<file path="config.mk">
export PLATFORM = sky130hd
export DESIGN_NAME = fifo_reader_flat
export DESIGN_NICKNAME = d
export VERILOG_FILES = /design/src/rtl/fifo_reader_if.sv /design/src/rtl/fifo_reader.sv /design/src/flat_wrapper.sv
export SDC_FILE = /design/constraint.sdc
export NUM_CORES = 1
export LEC_CHECK = 0
export BUFFER_PORTS_ARGS = -buffer_cell sky130_fd_sc_hd__buf_2
export CAP_MARGIN = 20
export CORE_ASPECT_RATIO = 1.2
export CORE_UTILIZATION = 56
export DETAILED_ROUTE_END_ITERATION = 10
export PLACE_DENSITY = 0.83
export SETUP_SLACK_MARGIN = 0.5
export SLEW_MARGIN = 20
export SYNTH_ARGS = -nofsm -noshare
export SYNTH_HDL_FRONTEND = slang
export SYNTH_SLANG_ARGS = --single-unit
</file>
<file path="constraint.sdc">
create_clock -name clk -period 5.61 [get_ports clk]
set_clock_uncertainty 0.1 [all_clocks]
set_input_delay 1.122 -clock clk [delete_from_list [all_inputs] [get_ports clk]]
set_output_delay 1.122 -clock clk [all_outputs]
set_load 0.02 [all_outputs]
</file>
<file path="src/rtl/fifo_reader_if.sv">
// fifo_reader_if: FIFO read port plus the downstream valid/ready stream.
interface fifo_reader_if #(
    parameter int DATA_WIDTH = 8
);
    logic                  fifo_empty;
    logic                  fifo_underflow;
    logic [DATA_WIDTH-1:0] fifo_data;
    logic                  rd;
    logic [DATA_WIDTH-1:0] m_data;
    logic                  m_valid;
    logic                  m_ready;
    modport master(
        input  fifo_empty, fifo_underflow, fifo_data, m_ready,
        output rd, m_data, m_valid
    );
    modport slave(
        output fifo_empty, fifo_underflow, fifo_data, m_ready,
        input  rd, m_data, m_valid
    );
endinterface

</file>
<file path="src/rtl/fifo_reader.sv">
// fifo_reader: fetches words from fifo_memory into a 2-entry skid buffer and streams them out.
module fifo_reader #(
    parameter int DATA_WIDTH = 8,
    parameter int CNT_WIDTH  = 16
) (
    input  logic                 clk,
    input  logic                 rst,
    input  logic                 enable,
    fifo_reader_if.master        bus,
    output logic                 busy,
    output logic [CNT_WIDTH-1:0] rd_count,
    output logic                 err_underflow
);
    typedef enum logic [1:0] {IDLE, FETCH, DRAIN} state_t;
    state_t                state;
    logic [DATA_WIDTH-1:0] buf0, buf1;
    logic [1:0]            occ;
    logic                  inflight;
    logic                  pop;
    logic [1:0]            left;
    logic [2:0]            room;
    // Slots committed next cycle: survivors after pop plus the word already in flight.
    always_comb begin
        pop    = bus.m_valid & bus.m_ready;
        left   = occ - {1'b0, pop};
        room   = {1'b0, left} + {2'b0, inflight};
        bus.rd = (state == FETCH) & ~bus.fifo_empty & ~rst & (room < 3'd2);
    end
    assign bus.m_valid = occ != 2'd0;
    assign bus.m_data  = buf0;
    assign busy        = state != IDLE;
    always_ff @(posedge clk) begin
        if (rst) begin
            state         <= IDLE;
            occ           <= 2'd0;
            inflight      <= 1'b0;
            buf0          <= '0;
            buf1          <= '0;
            rd_count      <= '0;
            err_underflow <= 1'b0;
        end else begin
            inflight <= bus.rd;
            occ      <= left + {1'b0, inflight};
            rd_count <= rd_count + CNT_WIDTH'(inflight);
            if (inflight & bus.fifo_underflow) err_underflow <= 1'b1;
            if (pop) buf0 <= buf1;
            // The arriving word lands behind whatever survives this cycle's pop.
            if (inflight) begin
                if (left == 2'd0) buf0 <= bus.fifo_data;
                else buf1 <= bus.fifo_data;
            end
            state <= state == IDLE  ? (enable ? FETCH : IDLE) :
                     state == FETCH ? (enable ? FETCH : DRAIN) :
                     enable ? FETCH :
                     (occ == 2'd0 && !inflight) ? IDLE : DRAIN;
        end
    end
endmodule

</file>
<file path="src/flat_wrapper.sv">
// flat-port wrapper written by rule: the top's interface ports become plain ports
module fifo_reader_flat 
#(
    parameter int DATA_WIDTH = 8,
    parameter int CNT_WIDTH  = 16
)
  (clk, rst, enable, busy, rd_count, err_underflow, bus_fifo_empty, bus_fifo_underflow, bus_fifo_data, bus_m_ready, bus_rd, bus_m_data, bus_m_valid);
  fifo_reader_if #(.DATA_WIDTH(DATA_WIDTH)) bus_i ();
  input  logic clk;
  input  logic rst;
  input  logic enable;
  output logic busy;
  output logic [CNT_WIDTH-1:0] rd_count;
  output logic err_underflow;
  input wire logic [$bits(bus_i.fifo_empty)-1:0] bus_fifo_empty;
  input wire logic [$bits(bus_i.fifo_underflow)-1:0] bus_fifo_underflow;
  input wire logic [$bits(bus_i.fifo_data)-1:0] bus_fifo_data;
  input wire logic [$bits(bus_i.m_ready)-1:0] bus_m_ready;
  output wire logic [$bits(bus_i.rd)-1:0] bus_rd;
  output wire logic [$bits(bus_i.m_data)-1:0] bus_m_data;
  output wire logic [$bits(bus_i.m_valid)-1:0] bus_m_valid;
  assign bus_i.fifo_empty = bus_fifo_empty;
  assign bus_i.fifo_underflow = bus_fifo_underflow;
  assign bus_i.fifo_data = bus_fifo_data;
  assign bus_i.m_ready = bus_m_ready;
  assign bus_rd = bus_i.rd;
  assign bus_m_data = bus_i.m_data;
  assign bus_m_valid = bus_i.m_valid;
  fifo_reader #(.DATA_WIDTH(DATA_WIDTH), .CNT_WIDTH(CNT_WIDTH)) u_core (.clk(clk), .rst(rst), .enable(enable), .bus(bus_i), .busy(busy), .rd_count(rd_count), .err_underflow(err_underflow));
endmodule
</file>
### Yosys cells after proc, flatten, opt, wreduce, memory -nomap -nowiden

Index checks and enable logic that the tools add are counted.

* add/sub/neg operators: 4
* $lt $le $gt $ge: 1
* eq/ne operators: 1
* mux-type cells: 9
* bitwise logic cells: 8
* reductions and logical operators: 8

Operators with widths (count)
* 2-to-1 mux 8 bit: 3
* adder 16 x 1 -> 16 bit: 1
* 2-to-1 mux 2 bit: 5
* zero test 2 bit: 3
* bitwise AND 1 bit: 5
* nonzero test 2 bit: 2
* adder 2 x 1 -> 3 bit: 1
* less-than comparator 3 x 2 -> 1 bit (second input constant): 1
* NOT 1 bit: 3
* adder 2 x 1 -> 2 bit: 1
* equality test 2 x 1 -> 1 bit (second input constant): 1
* AND reduction 2 bit: 1
* subtractor 2 x 1 -> 2 bit: 1
* logical AND 1 bit: 1
* zero test 1 bit: 1
* 2-to-1 mux 1 bit: 1

* flip-flop bits (word level): 38
* output and inout port bits: 28
* logic and storage cells: 38

### Logic depth before layout (Yosys ltp)

Gate-level depths: netlist of the first run.

* depth in word-level cells: 6
* depth in mapped cells: 9

### Worst setup path after synthesis of the first run

No wires, ideal clock.

* path kind: input to output
* start: input bus_m_ready
* end: output bus_rd
* data arrival time: 2.804 ns
* slack: 1.584 ns
* stages: 9
* buffers on the path: 0
* cell sequence: o21ai_1 -> inv_2 -> ha_1 -> inv_1 -> ha_1 -> inv_1 -> ha_1 -> nand3_1 -> nor3_1

* word-level cells in the longest chain between the ends: 5

Ends and longest elaborated chain
* start, declared: RTL line flat_wrapper.sv:18 `input wire logic [$bits(bus_i.m_ready)-1:0] bus_m_ready;`
* bitwise AND 1 bit: RTL line fifo_reader.sv:24 `pop = bus.m_valid & bus.m_ready;`
* subtractor 2 x 1 -> 2 bit: RTL line fifo_reader.sv:25 `left = occ - {1'b0, pop};`
* adder 2 x 1 -> 3 bit: RTL line fifo_reader.sv:26 `room = {1'b0, left} + {2'b0, inflight};`
* less-than comparator 3 x 2 -> 1 bit: RTL line fifo_reader.sv:27 `bus.rd = (state == FETCH) & ~bus.fifo_empty & ~rst & (room < 3'd2);`
* bitwise AND 1 bit: RTL line fifo_reader.sv:27
* end, declared: RTL line flat_wrapper.sv:19 `output wire logic [$bits(bus_i.rd)-1:0] bus_rd;`

No other way between the ends.

### Worst setup path after layout of the first run

Same ends and word-level chain as after synthesis.

==> results of run 1 <==
-- cell families after synthesis --
group,count (synthesis),share of synthesized area [%]
mux,12,7.278
xor+xnor,4,2.475
fa+ha+maj,5,3.639
buf+inv,15,3.784
simple gates,88,28.02
flops,38,44.25
compound gates,26,10.55
-- sequential cells by signal, summed over array words and instances, names as in the netlist --
register / cells
u_core.buf1: 8
u_core.bus.m_data: 8
u_core.err_underflow: 1
u_core.inflight: 1
u_core.occ: 2
u_core.rd_count: 16
u_core.state: 2
-- metal layers --
| layer | share of wire, % | wire length [um] | vias to the layer above | GRT usage, % |
|---|---|---|---|---|
| met3 | 4.2 | 146 | 5 | 5.109 |
| li1 | - | - | 747 | - |
| met4 | 1.4 | 49 | 0 | 9.868 |
| met2 | 49 | 1706 | 39 | 35.28 |
| met5 | 0 | 0 | - | 0 |
| met1 | 45 | 1560 | 693 | 26.11 |
-- through the flow --
step                      power (W)  setup WS [ns]  utilization, %
after floorplan           0.0004408          1.584               -
after global placement    0.0004847          1.357           67.45
after detailed placement  0.0004886          1.316           67.45
after CTS                 0.0006677          1.324           70.16
after global routing      0.0007006          1.132           70.16
final                     0.0006657          1.307           70.16
-- cell usage after synthesis (5+ instances only) --
master    count  area, um^2
dfxtp_1      38       760.7
nand2_1      20       75.07
nand2b_1     16       100.1
nor3_1       10       50.05
nor2_1        9       33.78
nor2b_1       9       56.30
a21oi_1       8       40.04
a311oi_1      8       70.07
mux2i_1       8       80.08
inv_1         6       22.52
nand3_1       6       30.03
clkbuf_1      5       18.77
ha_1          5       62.56
-- worst paths after layout --
path / start / to / slack (ns) / cells past startpoint
max: bus_m_ready / bus_rd / 1.31 / 10
min: u_core.err_underflow / u_core.err_underflow / 0.38 / 2
max reg2reg: u_core.occ[1] / u_core.buf1[4] / 2.75 / 7
min reg2reg: u_core.err_underflow / u_core.err_underflow / 0.38 / 2
-- power by group --
| part | internal, W | total, W | switching, W |
|---|---|---|---|
| sequential | 0.000291 | 0.000305 | 0.0000145 |
| clock | 0.0000923 | 0.000182 | 0.0000894 |
| combinational | 0.0000603 | 0.000179 | 0.000118 |
-- worst reg2reg max path: stages (launching register included) --
cell and delay [ns]:
dfxtp_1 0.37, o21ai_1 0.58, inv_2 0.21, ha_1 0.27, xor2_2 0.37, inv_2 0.10, a21boi_2 0.53, mux2i_1 0.26
-- final cells by class --
| type | count | share of cell area [%] |
|---|---|---|
| tap | 34 | 2.117 |
| multi-input combinational | 135 | 44.46 |
| sequential | 38 | 37.86 |
| clock inverter | 3 | 1.993 |
| timing repair buffer | 41 | 10.21 |
| inverter | 8 | 1.494 |
| clock buffer | 5 | 1.868 |
==> metrics.txt, run 1 <==
result of the run=completed; cts bufs inserted=5; Cell Area, Placed=roughly 1900 um^2; delay of the slowest cell on the worst path=0.37 ns; startpoint kind of the worst setup timing path=input port; Max Freq=0.2324 GHz; number of DRC markers in iteration 0=21; TritonCTS clock tree=built; standard-cell row count=21; area of combinational cells with multiple inputs=893.4 um^2; RSZ-0062 raised after global routing=false; number of instances in the synthesized netlist=188; asr flop ratio synth=0%; WS Path Type=in2out; most common library cell in the layout ignoring fill and taps=buf_2; Diodes inserted=0; GR Overflow Total=0; hold buffer count at cts=0; number of library cell types mapped by synthesis=33; largest fanout of any net on the critical path=9; DR WL/cell=13.11 um; number of sinks on the clock net=38; Die Width=52.58 um; power density over the cells=331.3 nW/um^2; core footprint=~2900 um^2; leakage dissipation=roughly 0.83 nW; filler cell count=241; peak supply drop=238.3 uV; synthesis-to-finish area growth=16.89%; Initial Util=60.03%; final sum of negative setup slack=0 ns; Total Nets Final=about 250; final routed wirelength across all metal layers=3.462 mm; remaining max-slew budget at the tightest pin=about half; final worst hold slack=0.3845 ns; clock tree root driver cell=clkbuf_4; fraction of final layout cells with drive strength greater than 1=approximately a quarter; remaining design rule violation count=0; gp weighted congestion=0.8091; synthesized area divided by synthesized cell count=9.144 um^2; y dimension of the die=62.70 um; router iterations before antenna repair=4; FF+latch count, synth=38; type of the most critical hold path=reg2reg; Final period util=76.70%; post-synth net total=roughly 210; Pins Over Slew Limit=0; PostCTS Resize Cnt=0; clock-pin slew on the worst setup and hold paths=0.11 ns; category of cells accounting for the largest share of critical-path delay=buffers and inverters; antenna viol nets, final=0; total number of vias=1,484; highest-count cells in the layout ignoring fill and taps=buf_2, dfxtp_1, nand2_1, nand2b_1, nor3_1; vias in the first global route=~1,300; max-capacitance violation count=0; die outline area=between 3000 and 4000 um^2; non-filler cells, final=264; count of flip-flops with a built-in enable after synthesis=0; wire length of the first global-routing pass=around 5.4 mm; setup bufs post-CTS=0; DP HPWL=2.400 mm; required time at the worst-slack endpoint=4.39 ns; number of top-level pins=42; Data arrival, critical path=3.08 ns; final-report hold violation count=0; Vias/cell=5.621; area of the mapped netlist=between 1500 and 2000 um^2; count of synthesis-stage warnings from yosys=0; Tightest Pin Transition=0.7777 ns; pin count of the biggest net entering global routing=52; H-tree level count=2; post-placement cell count=256; Post-Layout Inst Area=2009 um^2; capturing element type of the critical path=output port; number of buffers between clock root and the deepest sink=2; final critical delay including setup and external delays=4.303 ns; number of antenna violations at the first check in global routing=0; port buffer count=41; crit path buf inv count=4; sequential cell area fraction in the yosys report=44.25%; most instantiated flip-flop cell in the synthesis netlist=dfxtp_1; critical path, cell by cell=buf_2 > o21ai_1 > inv_2 > ha_1 > xor2_2 > inv_2 > ha_1 > nand3_1 > nor3_1 > buf_2; footprint of the flip-flops and latches=760.7 um^2; GRT Total Usage=21.64%; slowest cell on the critical path=o21ai_1; clock latency on the worst-skew pair=0.34 ns; count of final setup violators=0
No activity file was read; power rests on OpenSTA's default activity.
==> run 2, diff against run 1 <==
CORE_UTILIZATION = 47   (was 56)
PLACE_DENSITY = 0.74   (was 0.83)
clock period = 3.8 ns   (was 5.61 ns; I/O delays follow)
==> metrics.txt, run 2 (synthesis gave the netlist of run 1 again) <==
slowest cell on the critical path=ha_1; WS Path Type=in2out; number of DRC markers in iteration 0=75 (+260%); remaining max-slew budget at the tightest pin=60.24% (+12 points); H-tree level count=2 (unchanged); vias in the first global route=1,289 (+3.0%); Total Nets Final=251 (+1.2%); die outline area=3905 um^2 (+18%); DR WL/cell=12.48 um (-4.8%); final routed wirelength across all metal layers=3.357 mm (-3.0%); synthesis-to-finish area growth=18.63%; clock latency on the worst-skew pair=0.28 ns (-0.06 ns); internal power contribution=0.0006643 W (+50%); Worst Hold Depth=2 (unchanged); y dimension of the die=68.25 um (+8.9%); result of the run=finished with violations; max reg flops=16 (unchanged); standard-cell row count=23 (+9.5%); Worst Slack Setup Final=0.6843 ns (-0.6228 ns); fraction of final layout cells with drive strength greater than 1=25.00% (+0.22 points); most flop-heavy register=u_core.rd_count; cts bufs inserted=5 (unchanged); clock tree root driver cell=clkbuf_8; Die Width=57.21 um (+8.8%); switching share of total power=33.20% (-0.20 points); router iterations before antenna repair=8 (+4); hold buffer count at cts=0 (unchanged); highest-count cells in the layout ignoring fill and taps=buf_2, dfxtp_1, nand2_1, nand2b_1; largest fanout of any net on the critical path=9 (unchanged); Max Freq=0.3210 GHz; Tightest Pin Transition=0.5930 ns (-0.1848 ns); delay of the slowest cell on the worst path=0.36 ns (about the same); final critical delay including setup and external delays=3.116 ns; remaining design rule violation count=5 (+5); leakage dissipation=0.8386 nW (+1.1%); Pins Over Slew Limit=0 (unchanged); R2R depth=8 (+1); antenna viol nets, final=0 (unchanged); startpoint kind of the worst setup timing path=input port; Net Switching=0.0003302 W (+48%); GRT Total Usage=18.99% (-2.7 points); DP HPWL=2.338 mm (-2.6%); count of final setup violators=0 (unchanged); violations in the final reports=DRC; Initial Util=50.20% (-9.8 points); fraction of power consumed by combinational cells=29.1% (+2.3 points); worst setup timing slack at the placement stage=0.6700 ns (-0.6465 ns); post-route total power=0.0009945 W (+49%); most common library cell in the layout ignoring fill and taps=buf_2; port buffer count=41 (unchanged); clock-pin slew on the worst setup and hold paths=0.07 ns (-0.04 ns); RSZ-0062 raised after global routing=false; capturing element type of the critical path=output port; type of the most critical hold path=reg2reg; Vias/cell=5.305 (-5.6%); TritonCTS clock tree=built; GR Overflow Total=0 (unchanged); final-report hold violation count=0 (unchanged); number of buffers between clock root and the deepest sink=2 (unchanged); number of top-level pins=42 (unchanged); share of power burned in the clock network=25.6% (-1.7 points); Final period util=81.99%; final sum of negative setup slack=0 ns (unchanged); final worst hold slack=0.3690 ns (-0.01552 ns); Data arrival, critical path=2.26 ns (-0.82 ns); peak supply drop=267.5 uV (+12%); number of antenna violations at the first check in global routing=0 (unchanged); wire length of the first global-routing pass=5.651 mm (+5.5%); library cell appearing most often on the critical path=ha_1; critical path, cell by cell=buf_2 > o21ai_1 > inv_2 > ha_1 > inv_1 > ha_1 > inv_1 > ha_1 > nand3_1 > nor3_2 > buf_2; Diodes inserted=0 (unchanged); setup bufs post-CTS=0 (unchanged); power density over the cells=487.6 nW/um^2 (+47%); pin count of the biggest net entering global routing=50 (-3.8%); required time at the worst-slack endpoint=2.94 ns (-1.45 ns); number of sinks on the clock net=38 (unchanged); relative contribution of sequential cells to total power=45.3% (-0.6 points); max-capacitance violation count=0 (unchanged); PostCTS Resize Cnt=0 (unchanged); core footprint=3425 um^2 (+20%); total number of vias=1,427 (-3.8%); gp weighted congestion=0.7955 (-1.7%)
[run 2: per-layer routing]
metal  GRT usage (%)  routed length [um]
met5               0                   0
met3           5.860                 167
met2           31.76                1568
met1           22.60                1566
met4           8.232                  55
[run 2: cell type report]
type                            instances  area, um^2
Fill cell                             309        1385
Multi-Input combinational cell        135       898.4
Sequential cell                        38       760.7
Timing Repair Buffer                   44       227.7
Clock buffer                            7       76.32
Tap cell                               37       46.29
Inverter                                8       30.03
[run 2: final timing paths]
path	from	end	slack [ns]
setup / recovery	bus_m_ready	bus_rd	0.68
hold / removal	u_core.err_underflow	u_core.err_underflow	0.37
setup reg to reg	u_core.occ[1]	u_core.buf1[1]	1.62
hold reg to reg	u_core.err_underflow	u_core.err_underflow	0.37
[run 2: power by group through the flow]
stage	clock [W]	combinational (W)	sequential, W
floorplan	0	0.000179	0.000473
global placement	0	0.000284	0.000459
detailed placement	0	0.000295	0.000460
CTS	0.000263	0.000296	0.000451
global route	0.000281	0.000320	0.000455
finish	0.000254	0.000289	0.000451
[run 2: through the flow]
step	utilization, %	std cells	instance area (um^2)
floorplan	-	188	1724
global placement	57.33	262	1963
detailed placement	57.33	262	1963
CTS	59.55	269	2039
global route	59.55	269	2039
finish	59.55	269	2039
[run 2: worst max-delay path, delay by kind of cell]
family	cells	cell delay, ns
buf+inv	5	0.50
fa+ha+maj	3	0.68
simple gates	2	0.21
compound gates	1	0.11
==> run 3, diff against run 2 <==
CORE_UTILIZATION = 52   (was 47)
PLACE_DENSITY = 0.78   (was 0.74)
clock period = 3.2 ns   (was 3.8 ns; I/O delays follow)
==> metrics.txt, run 3 (synthesis gave the netlist of run 1 again) <==
worst setup path startpoint=u_core.occ[1]; total number of vias=1,499 (+5.0%); GR Overflow Total=0 (unchanged); remaining design rule violation count=0 (-5); final-report hold violation count=0 (unchanged); met3 WL=159 um (-4.8%); pin count of the biggest net entering global routing=51 (+2.0%); worst setup timing slack at the placement stage=0.3479 ns (-0.3222 ns); peak supply drop=529.2 uV (+98%); die outline area=3541 um^2 (-9.3%); max reg flops=16 (unchanged); antenna viol nets, final=0 (unchanged); hold buffer count at cts=0 (unchanged); y dimension of the die=64.99 um (-4.8%); slowest cell on the critical path=dfxtp_4; DP HPWL=2.425 mm (+3.7%); final routed wirelength across all metal layers=3.600 mm (+7.2%); required time at the worst-slack endpoint=2.46 ns (-0.48 ns); DR WL/cell=13.19 um (+5.7%); Max Freq=0.3692 GHz; delay of the slowest cell on the worst path=0.36 ns (about the same); leakage dissipation=0.8630 nW (+2.9%); top layer used by detailed routing=met4; R2R depth=5 (-3); wire length of the first global-routing pass=5.851 mm (+3.5%); number of sinks on the clock net=38 (unchanged); startpoint kind of the worst setup timing path=flop; max-capacitance violation count=0 (unchanged); remaining max-slew budget at the tightest pin=60.70% (+0.46 points); Final period util=between 80 and 90%; type of the most critical hold path=reg2reg; cts bufs inserted=5 (unchanged); Pins Over Slew Limit=0 (unchanged); Diodes inserted=0 (unchanged); largest fanout of any net on the critical path=2 (-7); total met2 wirelength after detailed routing=1.855 mm (+18%); most common library cell in the layout ignoring fill and taps=buf_2; power density over the cells=603.6 nW/um^2 (+24%); setup slack of the most critical reg-to-reg path=1.13 ns (-0.49 ns); detailed-routing wirelength on met1=1.534 mm (-2.0%); Total Nets Final=255 (+1.6%); port buffer count=41 (unchanged); number of top-level pins=42 (unchanged); fraction of final layout cells with drive strength greater than 1=30.80% (+5.8 points); final critical delay including setup and external delays=~2.7 ns; Worst Slack Setup Final=0.4914 ns (-0.1930 ns); H-tree level count=2 (unchanged); number of buffers between clock root and the deepest sink=2 (unchanged); area of combinational cells with multiple inputs=965.9 um^2 (+7.5%); Die Width=54.49 um (-4.8%); RSZ-0062 raised after global routing=true; clock latency on the worst-skew pair=0.35 ns (+0.07 ns); clock tree root driver cell=clkbuf_4; vias in the first global route=1,338 (+3.8%); clock-pin slew on the worst setup and hold paths=0.11 ns (+0.04 ns); critical path endpoint=bus_rd; capture instance of the worst register-to-register path=u_core.rd_count[14]; Tightest Pin Transition=0.5861 ns (-0.006915 ns); router iterations before antenna repair=4 (-4); core footprint=3110 um^2 (-9.2%); final sum of negative setup slack=0 ns (unchanged); filler cell count=258 (-17%); number of DRC markers in iteration 0=34 (-55%); capturing element type of the critical path=output port; Vias/cell=5.491 (+3.5%); number of antenna violations at the first check in global routing=0 (unchanged); post-route total power=0.001286 W (+29%); synthesis-to-finish area growth=23.94%; gp weighted congestion=0.7854 (-1.3%); highest-count cells in the layout ignoring fill and taps=buf_2, dfxtp_1, nand2_1, nand2b_1; Initial Util=55.27% (+5.1 points); count of final setup violators=0 (unchanged); result of the run=completed; TritonCTS clock tree=built; footprint of the flip-flops and latches=765.7 um^2 (+0.66%); GRT Total Usage=23.04% (+4.1 points); Data arrival, critical path=1.97 ns (-0.29 ns); critical path, cell by cell=o21ai_4 > inv_2 > ha_4 > inv_2 > ha_4 > inv_2 > ha_4 > nand3_4 > nor3_4 > buf_6; WS Path Type=reg2out; FF-to-FF Start=u_core.inflight; most flop-heavy register=u_core.rd_count; standard-cell row count=22 (-4.3%)
run 3: critical path: cells and delay by family, from the launching register on:
family | cells | cell delay, ns
compound gates | 1 | 0.15
buf+inv | 4 | 0.31
simple gates | 2 | 0.26
flops | 1 | 0.36
fa+ha+maj | 3 | 0.54
run 3: report_power, final:
part           internal [W]  total (W)  switching [W]
Sequential         0.000515   0.000542      0.0000268
Clock              0.000106   0.000264       0.000158
Combinational      0.000206   0.000480       0.000274
Total              0.000828    0.00129       0.000458
run 3: what timing repair did:
item                       4_1_cts  5_1_grt
pin swaps                        2        4
resized for setup                7        8
gates cloned                     0        0
setup buffers                    4        0
setup endpoints to repair        1        1
run 3: metrics by stage:
step / cells / hold WS (ns) / cell area (um^2) / util, %
floorplan: 188 / 0.3490 / 1734 / -
global placement: 261 / 0.3456 / 1972 / 63.40
detailed placement: 261 / 0.3549 / 1972 / 63.40
CTS: 273 / 0.3745 / 2091 / 67.22
global route: 273 / 0.3854 / 2131 / 68.50
finish: 273 / 0.3756 / 2131 / 68.50
run 3: worst min path at each step:
| stage | start | endpoint | slack [ns] | depth (start not counted) |
|---|---|---|---|---|
| 2_1_floorplan | u_core.buf1[6] | u_core.buf1[6] | 0.35 | 2 |
| 3_3_place_gp | u_core.err_underflow | u_core.err_underflow | 0.35 | 2 |
| 3_5_place_dp | u_core.err_underflow | u_core.err_underflow | 0.35 | 2 |
| 4_1_cts | bus_fifo_empty | u_core.inflight | 0.37 | 2 |
| 5_1_grt | bus_fifo_empty | u_core.inflight | 0.39 | 2 |
| 6_report | u_core.err_underflow | u_core.err_underflow | 0.38 | 2 |
run 3: per-layer routing:
metal	vias up	global-route usage, %
met5	-	0
met3	6	7.042
li1	765	-
met2	34	39.48
met4	0	7.692
met1	694	26.06
run 3: cell type report:
type / count / area share, %
multi-input cells: 135 / 45.33
flip-flops and latches: 38 / 35.94
repair buffers: 48 / 12.39
clock buffers: 7 / 2.584
well taps: 36 / 2.114
inverters: 8 / 1.409
clock inverters: 1 / 0.2349
